<file path="src/rtl/picobello_pkg.sv">
// rtl/picobello_pkg.sv - picobello mesh and multicast address-map constants
package picobello_pkg;

    localparam int unsigned MeshDimX = 4;
    localparam int unsigned MeshDimY = 4;

    // Multicast SAM entry: where the tile coordinates live inside an address.
    localparam int unsigned SamMcastMaskXOffset = 20;
    localparam int unsigned SamMcastMaskXLen    = 2;
    localparam int unsigned SamMcastMaskYOffset = 18;
    localparam int unsigned SamMcastMaskYLen    = 2;

    localparam int unsigned PbAddrWidth = 48;
    localparam int unsigned PbNumX      = MeshDimX;
    localparam int unsigned PbNumY      = MeshDimY;
    localparam int unsigned PbXOffset   = SamMcastMaskXOffset;
    localparam int unsigned PbXLen      = SamMcastMaskXLen;
    localparam int unsigned PbYOffset   = SamMcastMaskYOffset;
    localparam int unsigned PbYLen      = SamMcastMaskYLen;

    typedef enum logic [1:0] {
        MC_IDLE,
        MC_SCAN,
        MC_DRAIN
    } mc_state_e;

endpackage

</file>
<file path="src/rtl/pb_mcast_masked_incr.sv">
// rtl/pb_mcast_masked_incr.sv - next coordinate under a don't-care mask
module pb_mcast_masked_incr #(
    parameter int unsigned Width = 4
) (
    input  logic [Width-1:0] c_i,
    input  logic [Width-1:0] m_i,
    input  logic [Width-1:0] base_i,
    output logic [Width-1:0] next_o,
    output logic             is_final_o
);

    // Forcing the fixed bits to 1 lets the carry ripple only through masked bits.
    assign next_o     = (((c_i | ~m_i) + Width'(1)) & m_i) | (base_i & ~m_i);
    assign is_final_o = (c_i == (base_i | m_i));

endmodule

</file>
<file path="src/rtl/pb_mcast_expander.sv">
// rtl/pb_mcast_expander.sv - expands a masked multicast request into unicast tiles
module pb_mcast_expander
    import picobello_pkg::*;
#(
    parameter int unsigned AddrWidth = PbAddrWidth,
    parameter int unsigned NumX      = PbNumX,
    parameter int unsigned NumY      = PbNumY,
    parameter int unsigned XOffset   = PbXOffset,
    parameter int unsigned XLen      = PbXLen,
    parameter int unsigned YOffset   = PbYOffset,
    parameter int unsigned YLen      = PbYLen
) (
    input  logic                 clk_i,
    input  logic                 rst_ni,
    input  logic                 in_valid_i,
    output logic                 in_ready_o,
    input  logic [AddrWidth-1:0] in_addr_i,
    input  logic [AddrWidth-1:0] in_mask_i,
    output logic                 out_valid_o,
    input  logic                 out_ready_i,
    output logic [AddrWidth-1:0] out_addr_o,
    output logic [XLen-1:0]      out_x_o,
    output logic [YLen-1:0]      out_y_o,
    output logic                 out_last_o,
    output logic                 err_o
);

    localparam int unsigned CW = XLen + YLen;

    mc_state_e            state_q, state_d;
    logic [AddrWidth-1:0] addr_q, addr_d;
    logic [CW-1:0]        mask_q, mask_d;
    logic [CW-1:0]        cand_q, cand_d;
    logic [CW-1:0]        pend_q, pend_d;
    logic                 pend_v_q, pend_v_d;
    logic                 err_q, err_d;

    logic [CW-1:0] in_c, in_m, base_c, next_c;
    logic          is_final, cand_ok, advance;
    logic          unused_mask_bits;

    assign in_c   = {in_addr_i[YOffset +: YLen], in_addr_i[XOffset +: XLen]};
    assign in_m   = {in_mask_i[YOffset +: YLen], in_mask_i[XOffset +: XLen]};
    assign base_c = {addr_q[YOffset +: YLen], addr_q[XOffset +: XLen]};

    // Only the coordinate fields of the mask matter.
    assign unused_mask_bits = ^in_mask_i;

    assign cand_ok = (32'(cand_q[XLen-1:0]) < NumX) && (32'(cand_q[CW-1:XLen]) < NumY);

    pb_mcast_masked_incr #(
        .Width (CW)
    ) u_incr (
        .c_i        (cand_q),
        .m_i        (mask_q),
        .base_i     (base_c),
        .next_o     (next_c),
        .is_final_o (is_final)
    );

    always_comb begin
        state_d     = state_q;
        addr_d      = addr_q;
        mask_d      = mask_q;
        cand_d      = cand_q;
        pend_d      = pend_q;
        pend_v_d    = pend_v_q;
        err_d       = 1'b0;
        advance     = 1'b0;
        in_ready_o  = 1'b0;
        out_valid_o = 1'b0;
        out_last_o  = 1'b0;

        case (state_q)
            MC_IDLE: begin
                in_ready_o = 1'b1;
                if (in_valid_i) begin
                    addr_d   = in_addr_i;
                    mask_d   = in_m;
                    cand_d   = in_c & ~in_m;
                    pend_v_d = 1'b0;
                    state_d  = MC_SCAN;
                end
            end
            MC_SCAN: begin
                if (!cand_ok) begin
                    advance = 1'b1;
                end else if (!pend_v_q) begin
                    pend_d   = cand_q;
                    pend_v_d = 1'b1;
                    advance  = 1'b1;
                end else begin
                    // One destination is held back so the final one can carry last.
                    out_valid_o = 1'b1;
                    if (out_ready_i) begin
                        pend_d  = cand_q;
                        advance = 1'b1;
                    end
                end
                if (advance) begin
                    if (is_final) begin
                        if (pend_v_d) begin
                            state_d = MC_DRAIN;
                        end else begin
                            err_d   = 1'b1;
                            state_d = MC_IDLE;
                        end
                    end else begin
                        cand_d = next_c;
                    end
                end
            end
            MC_DRAIN: begin
                out_valid_o = 1'b1;
                out_last_o  = 1'b1;
                if (out_ready_i) begin
                    pend_v_d = 1'b0;
                    state_d  = MC_IDLE;
                end
            end
            default: state_d = MC_IDLE;
        endcase
    end

    always_comb begin
        out_addr_o                   = addr_q;
        out_addr_o[XOffset +: XLen]  = pend_q[XLen-1:0];
        out_addr_o[YOffset +: YLen]  = pend_q[CW-1:XLen];
    end

    assign out_x_o = pend_q[XLen-1:0];
    assign out_y_o = pend_q[CW-1:XLen];
    assign err_o   = err_q;

    always_ff @(posedge clk_i) begin
        if (!rst_ni) begin
            state_q  <= MC_IDLE;
            addr_q   <= '0;
            mask_q   <= '0;
            cand_q   <= '0;
            pend_q   <= '0;
            pend_v_q <= 1'b0;
            err_q    <= 1'b0;
        end else begin
            state_q  <= state_d;
            addr_q   <= addr_d;
            mask_q   <= mask_d;
            cand_q   <= cand_d;
            pend_q   <= pend_d;
            pend_v_q <= pend_v_d;
            err_q    <= err_d;
        end
    end

endmodule

</file>
<file path="config.mk">
export PLATFORM = sky130hd
export DESIGN_NAME = pb_mcast_expander
export DESIGN_NICKNAME = d
export VERILOG_FILES = /design/src/rtl/picobello_pkg.sv /design/src/rtl/pb_mcast_masked_incr.sv /design/src/rtl/pb_mcast_expander.sv
export SDC_FILE = /design/constraint.sdc
export NUM_CORES = 1
export LEC_CHECK = 0
export CAP_MARGIN = 0
export CORE_MARGIN = 2
export CORE_UTILIZATION = 56
export CTS_CLUSTER_DIAMETER = 40
export DETAILED_ROUTE_END_ITERATION = 12
export DONT_BUFFER_PORTS = 1
export PLACE_DENSITY_LB_ADDON = 0.15
export SLEW_MARGIN = 20
export SYNTH_ARGS = -nofsm -noshare
export SYNTH_HDL_FRONTEND = slang
export SYNTH_HIERARCHICAL = 1
export SYNTH_SLANG_ARGS = --single-unit
</file>
<file path="constraint.sdc">
create_clock -name clk_i -period 1.5 [get_ports clk_i]
set_input_delay 0.45 -clock clk_i [delete_from_list [all_inputs] [get_ports clk_i]]
set_output_delay 0.45 -clock clk_i [all_outputs]
set_load 0.01 [all_outputs]
</file>
==> results.toml <==
[floorplanning]
die_width_um = 76.6
core-area_um2 = 5110
start_util_pct = 57.7
num_rows = 26
die_area_um2 = 5860
die_h_um = 76.6
io_pins = 156

[timing]
clock.fmax_ghz = 0.597
hold_viol_final = 0
setup_ws_ps = -175
setup_viol = 9
period_share_pct = 112
fin_crit_ps = 1670
rsz0062_at_grt = "true"
slew_viol_final = 0
clock_skew_ps = 6.96
hold_slack_ps = 242

[grt]
overflow = 0
antenna_found_initial = 0
grt_pass1_vias = 2143
grt_max_degree = 38
grt_pass1_wl_mm = 9.74
grt_usage_pct = 20.7

[critical_path]
crit_type = "reg2reg"
cpPeakStageDelay_ps = 390
endpoint_kind = "register"
cp-start-kind = "register"
reg2reg_from = "mask_q[0]"
crit_required_ps = 1740
crit_buf_inv = 1
cp.arrival_ps = 1910
cp_max_fo = 4
r2r-end = "state_q[0]"
cp_slowest_cell = "a2111oi_4"
critical_path.cell_chain = "nor2_2, xnor2_1, nor4_4, inv_2, a2111oi_4, mux2i_1"
worst-path-stages = 6
cp_top_family = "simple AND/OR/NAND/NOR gates"
reg2regPathDepth = 6
r2r_slack_ps = -170

[worst_hold_path]
holdCritStartpoint = "in_mask_i[21]"
worstHoldPathCells = 2
holdPathEnd = "mask_q[1]"
hold_path_class = "in2reg"

[synthesis]
synth_seq_cells = 63
yosys_warnings = 6
synth_cells = 375
netlist_area_um2 = 2950
yosysSeqAreaShare_pct = 42.8
synth_edf_count = 0
ys.flop_type = "dfxtp_1"
synth.net_count = 482
avgSynthCellArea_um2 = 7.86
async_reset_ff_share_pct = 0
synthDistinctLibCells = 28

[place]
hpwl_mm = 3.98
routabilityCongestion = 0.795
port_buffers = 0

[layout]
fin_nets = 456
multiInputGateArea_um2 = 1390
fillers = 476
final_common_cell = "nand2_1"
fin_util_pct = 63.8
areaGrowthSynthToFinish_pct = 10.6
layout_common_cells = "nand2_1 (112), a21oi_1 (57), dfxtp_1 (53), buf_4 (20), dfxtp_2 (10)"
register_area_um2 = 1270
diodes = 0
drive_gt1_share_pct = 24.3

[routing]
wire_per_inst_um = 13.9
drt_drc_violations_left = 0
drt-total-wl_mm = 5.91
ant_nets = 0
drt_first_pass_iters = 4
vias_per_cell = 5.14
via_count = 2178
drtIter0Drc = 87

[cts]
cts_root_buffer = "clkbuf_8"
clockBufferDepth = 2
numCtsBuffers = 9
clock_latency_ps = 330
cts_tree = "yes"
path_clk_slew_ps = 70
hold_buffers = 0
clock-sinks = 63
h-tree-depth = 3

[power]
ir_drop_v = 0.000985
cellPowerDensity_nw_per_um2 = 1730
leakagePower_uw = 0.00127

[run_status]
violations = "setup timing"
outcome = "finished, violations left"

[flow_run]
cap_violations = 0
-- power breakdown --
| group | leakage, uW | switching, uW | internal, uW |
|---|---|---|---|
| logic | 0.000672 | 1080 | 1060 |
| clock network | 0.0000801 | 606 | 592 |
| registers | 0.000520 | 319 | 1980 |
-- timing repair --
item,in CTS,in global routing
endpoints found under the hold margin,0,0
pin swaps,10,1
setup endpoints to repair,10,10
gates resized for setup,35,8
setup buffers,5,1
gates cloned,0,0
-- cell type report --
class	count	share of cell area, %
well taps	70	2.69
flip-flops and latches	63	39.1
repair buffers	31	9.75
clock buffers	12	4.15
multi-input cells	236	42.6
clock inverters	4	0.691
inverters	8	0.998
-- how the worst max path moves through the flow --
stage | start | end
final | mask_q[0] | state_q[0]
after global routing | mask_q[1] | state_q[0]
after CTS | state_q[0] | out_valid_o
after detailed placement | mask_q[3] | state_q[0]
after global placement | addr_q[20] | state_q[0]
after floorplan | mask_q[1] | state_q[0]
-- logic make-up (layout without fill, tap and decap cells) --
group	after synthesis	count (layout)	share of synthesized area, %
XOR/XNOR	5	5	1.49
AND/OR/NAND/NOR	143	143	20.7
flip-flops	63	63	42.8
buffers and inverters	76	55	16.0
other	1	1	0.127
AO/OA/AOI/OAI	73	73	13.6
adder cells (fa/ha/maj)	7	7	2.97
multiplexers	7	7	2.42
-- per-stage QoR --
step	setup TNS, ps	setup WS (ps)	total power [uW]	instance area [um^2]	std cells
floorplan	-54.4	-29.9	3690	2970	375
global placement	-772	-158	4030	2880	403
detailed placement	-894	-167	4070	2880	403
CTS	-832	-199	5540	3210	423
global route	-1450	-241	6000	3260	424
finish	-785	-175	5640	3260	424
-- cell usage after synthesis, types with 2 or more instances --
library cell / instances / area share, %
nand3_1: 4 / 0.68
nor3b_1: 4 / 1.0
or4_1: 2 / 0.51
xnor2_1: 5 / 1.5
nand2_1: 113 / 14
clkbuf_1: 18 / 2.3
nor2_1: 5 / 0.64
dfxtp_1: 63 / 43
ha_1: 7 / 3.0
buf_4: 49 / 12
and2_1: 5 / 1.1
nor2b_1: 6 / 1.3
mux2i_1: 6 / 2.0
o21ai_0: 9 / 1.5
inv_1: 7 / 0.89
a21oi_1: 59 / 10
o31ai_1: 2 / 0.51
-- per-layer routing --
layer / part of all wire (%) / global-route usage, % / wire length [um] / vias up
met1: 42 / 23.5 / 2470 / 983
met4: 1.6 / 9.82 / 95 / 0
met3: 7.9 / 7.46 / 470 / 9
met5: 0 / 0 / 0 / -
li1: - / - / - / 1108
met2: 49 / 34.7 / 2880 / 78
-- flip-flops by register name (all words and copies together), names as in the netlist --
signal and cells:
state_q 2, mask_q 4, pend_q 4, pend_v_q 1, cand_q 4, addr_q 48
Note: power is estimated with default switching activity, not from simulation.
==> RTL edit 1: new RTL, same settings <==
Re-encode `mc_state_e` (3 states) as one-hot, 3 bits wide.
--- a/src/rtl/picobello_pkg.sv
+++ b/src/rtl/picobello_pkg.sv
@@ -18,10 +18,10 @@
     localparam int unsigned PbYOffset   = SamMcastMaskYOffset;
     localparam int unsigned PbYLen      = SamMcastMaskYLen;
 
-    typedef enum logic [1:0] {
-        MC_IDLE,
-        MC_SCAN,
-        MC_DRAIN
+    typedef enum logic [2:0] {
+        MC_IDLE  = 3'b001,
+        MC_SCAN  = 3'b010,
+        MC_DRAIN = 3'b100
     } mc_state_e;
 
 endpackage
Formal check against the unedited RTL: same outputs for any inputs over 10 cycles, from zero or initial values and one cycle with rst_ni low; not proved beyond that.
==> RTL edit 1 against the unedited design <==
The flow still finishes with violations (negative setup slack); design area is 1.5% lower; setup slack better by 71 ps; critical endpoint is now out_last_o; via count is 1.3% higher; area after synthesis is 1.5% higher; highest routed layer unchanged; die area is 1.4% higher; global-route usage is 0.94 points lower; clock skew is 3.8 ps higher; routed wire length is 0.52% higher; sequential cell count is 1 higher; utilization is 1.4 points lower; non-clock buffer count is 2 lower; count of clock-buffer cells in the layout stayed put.
Power is not compared: it rests on default switching activity, and its combinational part moved more than twofold at a synthesized area within 25%.
==> RTL edit 1: results (changes against the unedited design) <==
- CP max-delay cell: dfxtp_4
- Top cells by count, synth: 108 x nand2_1, 64 x dfxtp_1, 59 x a21oi_1, 56 x buf_4, 9 x clkbuf_1
- Setup violations, final: 7 (-2)
- Data arrival, critical path: 1150 ps (-760 ps)
- Sequential-to-total area share from yosys stat: 42.8% (+0.043 points)
- Vias in the first global route: 2114 (-1.4%)
- Nets@finish: 443 (-2.9%)
- Final Cell Area: 3210 um2 (-1.5%)
- Largest net degree at the start of global routing: 29 (-24%)
- Initial DRC count: 97 (+11%)
- Violated checks: negative setup slack
- Max Fanout on Critical Path: 5 (+1)
- Max FFs per register: 48 (unchanged)
- Met1 usage: 22.1% (-1.4 points)
- M3 GR Usage: 6.24% (-1.2 points)
- Library cells used by synthesis: 38 (+36%)
- Wire length on met1: 2510 um (+1.6%)
- Outcome: finished, violations left
- Met2 usage: 33.2% (-1.4 points)
- Largest cells by area after synthesis: dfxtp_1 43%, buf_4 14%, nand2_1 14%
- First-pass GRT wire length: 9330 um (-4.2%)
- Worst clock skew: 10.8 ps (+3.81 ps)
- Syn nets: 476 (-1.2%)
- Overall Global Routing Usage: 19.8% (-0.94 points)
- DP HPWL: 4040 um (+1.5%)
- Detailed Route WL: 5950 um (+0.52%)
- Setup ws final: -104 ps (+70.7 ps)
- Placer Congestion: 0.786 (-1.1%)
- Ratio of cells with drive above 1 in the final layout: 23.6% (-0.66 points)
- Met2 wire length: 2880 um (+0.24%)
- Vias/cell: 5.29 (+3.0%)
- Met3 WL: 444 um (-5.5%)
- Fillers: 482 (+1.3%)
==> RTL edit 1: cell types whose count changed after synthesis, sizes merged, moves of 4 or more <==
cell / before / now
a311oi: 0 / 8
and2: 5 / 1
buf: 50 / 64
clkbuf: 18 / 9
ha: 7 / 1
mux2i: 6 / 0
nand2: 113 / 108
nand3b: 0 / 5
==> RTL edit 1: cell type report <==
class	instances	area [um2]	share of cell area, %
clock inverter	4	51.3	1.60
multi-input combinational	232	1330	41.4
inverter	6	22.5	0.701
clock buffer	12	165	5.14
sequential	64	1300	40.5
timing repair buffer	29	253	7.87
tap	70	87.6	2.73
==> RTL edit 1: logic make-up (layout without fill, tap and decap cells) <==
family                   after synthesis  count (layout)  share of synthesized area, %
flip-flops                            64              64                          42.8
other                                  1               1                         0.125
AO/OA/AOI/OAI                         83              83                          16.1
AND/OR/NAND/NOR                      141             141                          21.1
adder cells (fa/ha/maj)                1               1                         0.418
multiplexers                           1               1                         0.376
XOR/XNOR                               5               5                          1.46
buffers and inverters                 79              51                          17.6
==> RTL edit 1: where the power goes <==
| part | total [W] | leakage, nW | switching [W] | internal (W) |
|---|---|---|---|---|
| Clock | 0.00155 | 0.109 | 0.000648 | 0.000903 |
| Sequential | 0.00194 | 0.529 | 0.000127 | 0.00181 |
| Combinational | 0.000573 | 0.559 | 0.000312 | 0.000260 |
| Total | 0.00406 | 1.20 | 0.00109 | 0.00298 |
==> RTL edit 1: metrics by stage <==
| stage | setup TNS, ps | utilization (%) | setup WS [ps] | std cells |
|---|---|---|---|---|
| 4_1_cts | -306 | 60.5 | -102 | 416 |
| 3_5_place_dp | -86.1 | 53.9 | -51.2 | 394 |
| 6_report | -391 | 62.5 | -104 | 417 |
| 3_3_place_gp | -13.9 | 53.9 | -6.25 | 394 |
| 5_1_grt | -2310 | 62.5 | -131 | 417 |
| 2_1_floorplan | -165 | - | -55.8 | 375 |
==> RTL edit 1: worst paths after layout <==
path,startpoint,to,slack (ps),depth (start not counted)
setup / recovery,state_q[2]$_SDFFE_PN0P_,out_last_o,-100,3
hold / removal,rst_ni,state_q[0]$_SDFFE_PN1P_,190,1
setup reg to reg,state_q[2]$_SDFFE_PN0P_,cand_q[0]$_SDFFE_PN0P_,-40,4
hold reg to reg,addr_q[18]$_SDFFE_PN0P_,addr_q[18]$_SDFFE_PN0P_,480,2
==> RTL edit 1: critical path: cells and delay by family, from the launching register on <==
family	cells	cell delay, ps
DFF	1	380
and+or+nand+nor	1	200
buffers and inverters	2	250
==> RTL edit 1: what timing repair did <==
item / 4_1_cts / 5_1_grt
endpoints found under the hold margin: 0 / 0
cloned: 0 / 0
buffers inserted: 6 / 1
resized for setup: 27 / 18
pin swaps: 10 / 6
setup endpoints to repair: 7 / 40
==> RTL edit 2: new RTL, config.mk and constraints unchanged <==
Without the edit above. Change the package constant `SamMcastMaskYLen` from 2 to 1.
--- a/src/rtl/picobello_pkg.sv
+++ b/src/rtl/picobello_pkg.sv
@@ -8,7 +8,7 @@
     localparam int unsigned SamMcastMaskXOffset = 20;
     localparam int unsigned SamMcastMaskXLen    = 2;
     localparam int unsigned SamMcastMaskYOffset = 18;
-    localparam int unsigned SamMcastMaskYLen    = 2;
+    localparam int unsigned SamMcastMaskYLen    = 1;
 
     localparam int unsigned PbAddrWidth = 48;
     localparam int unsigned PbNumX      = MeshDimX;
Ports: changed (resized out_y_o); port bits go from 156 to 155. No check against the original RTL was run, so the function may have changed too.
==> RTL edit 2 against the unedited design <==
The run still ends with negative setup slack left; setup slack better by 61 ps; design area is 4.8% lower; sequential power is 4% lower; total power is 0.97% higher; clock skew is 1.5 ps higher; worst hold slack better by 11 ps; routed wire length is 13% lower; critical endpoint is now out_valid_o; maximum frequency is 3.8% higher; area after synthesis is 5.4% lower; sequential cell count is 3 lower.
==> RTL edit 2: results (changes against the unedited design) <==
- Outcome: finished, violations left
- Violated checks: negative setup slack
- Top cells by count, synth: 110 x nand2_1, 60 x dfxtp_1, 58 x a21oi_1, 49 x buf_4, 9 x clkbuf_1
- Setup violations, final: 9 (unchanged)
- Worst min-delay path category: in2reg
- Post-synth top flop: dfxtp_1
- Clock Root Buffer: clkbuf_8
- Ratio of cells with drive above 1 in the final layout: 23.3% (-0.98 points)
- Met2 usage: 29.4% (-5.3 points)
- CTS H-tree depth: 3 (unchanged)
- DP Worst Slack: -89.5 ps (+77.3 ps)
- Data arrival, critical path: 1160 ps (-750 ps)
- Setup TNS: -497 ps (+288 ps)
- Largest cells by area after synthesis: dfxtp_1 43%, nand2_1 15%, buf_4 13%
- Placer Congestion: 0.753 (-5.4%)
- Synth Area in XOR/XNOR: 1.26% (-0.23 points)
- Setup ws final: -113 ps (+61.4 ps)
- PortBufs: 0 (unchanged)
- DP HPWL: 3430 um (-14%)
- Sequential-to-total area share from yosys stat: 43.1% (+0.30 points)
- Post-synthesis adder-cell area fraction: 3.14% (+0.17 points)
- Clock Path Buffers: 2 (unchanged)
- Leak: 1.21 nW (-4.7%)
- DRT Pass-1 Iters: 4 (unchanged)
- Nets@finish: 429 (-5.9%)
- Worst-path clk slew: 60 ps
- Fraction of registers with async set/reset: 0% (unchanged)
- Total number of vias: 2007 (-7.9%)
- DR WL/cell: 13.1 um (-6.0%)
- Worst clock skew: 8.48 ps (+1.52 ps)
- Antenna violations before repair: 0 (unchanged)
- Max FFs per register: 48 (unchanged)
- Post-synthesis mux area share: 2.20% (-0.22 points)
- Initial DRC count: 47 (-46%)
- Library cells used by synthesis: 29 (+3.6%)
- Main combinational cell family by area after synthesis: simple AND/OR/NAND/NOR gates
- First-pass GRT wire length: 7670 um (-21%)
- Largest net degree at the start of global routing: 56 (+47%)
- Syn nets: 458 (-5.0%)
- TritonCTS buffer count: 9 (unchanged)
- Max Fanout on Critical Path: 3 (-1)
- Peak supply drop: 0.981 mV (-0.45%)
- Complex-gate fraction of the synthesized area: 13.2% (-0.43 points)
- M3 GR Usage: 6.78% (-0.69 points)
- Syn. warnings: 6 (unchanged)
- Met1 usage: 21.3% (-2.2 points)
- Vias in the first global route: 1728 (-19%)
- Overall Global Routing Usage: 18.1% (-2.6 points)
- Clk_lat worst skew: 320 ps
RTL edit 2: power breakdown:
group / internal (W) / switching (W)
clock: 0.00101 / 0.000590
combinational: 0.000972 / 0.000922
sequential: 0.00189 / 0.000315
total: 0.00387 / 0.00183
RTL edit 2: stage by stage:
step	hold slack [ps]	cells	cell area, um2	total power [W]
global route	236	393	3100	0.00605
global placement	457	372	2660	0.00372
detailed placement	466	372	2660	0.00375
floorplan	437	351	2790	0.00345
CTS	240	391	3030	0.00563
finish	254	393	3100	0.00570
RTL edit 2: layout make-up:
cell class                      instances  area [um2]
Clock buffer                           11         151
Clock inverter                          4        72.6
Fill cell                             411        1650
Inverter                                5        26.3
Multi-Input combinational cell        219        1260
Sequential cell                        60        1220
Tap cell                               67        83.8
Timing Repair Buffer                   27         292
RTL edit 2: repair_timing:
item,4_1_cts,5_1_grt
setup endpoints to repair,9,9
hold buffers,0,0
pin swaps,5,6
resized for setup,30,18
setup buffers,4,2
RTL edit 2: cell families after synthesis:
logic type | Yosys count
buffers and inverters | 72
and+or+nand+nor | 134
xor gates and xnor gates | 4
AOI/OAI and AO/OA | 67
adders and majority gates | 7
muxes | 6
other | 1
DFF | 60
RTL edit 2: path summary, 6_finish.rpt:
path / start / endpoint / slack, ps / cells past startpoint
worst max register to register: mask_q[0]$_SDFFE_PN0P_ / state_q[0]$_SDFFE_PN0P_ / -60 / 6
worst min-delay path: in_mask_i[20] / mask_q[0]$_SDFFE_PN0P_ / 250 / 2
worst max-delay path: state_q[0]$_SDFFE_PN0P_ / out_valid_o / -110 / 4
worst min register to register: addr_q[18]$_SDFFE_PN0P_ / addr_q[18]$_SDFFE_PN0P_ / 480 / 2
RTL edit 2: worst max-delay path, stage by stage, from the launching register on:
cell     delay (ps)
dfxtp_4         370
buf_6           120
ha_4            160
a21oi_4         140
nor2b_4          60
RTL edit 2: per-layer routing:
metal	vias up	share of wire, %
met2	77	48
met1	899	41
met4	0	1.2
met5	-	0
li1	1024	-
met3	7	10
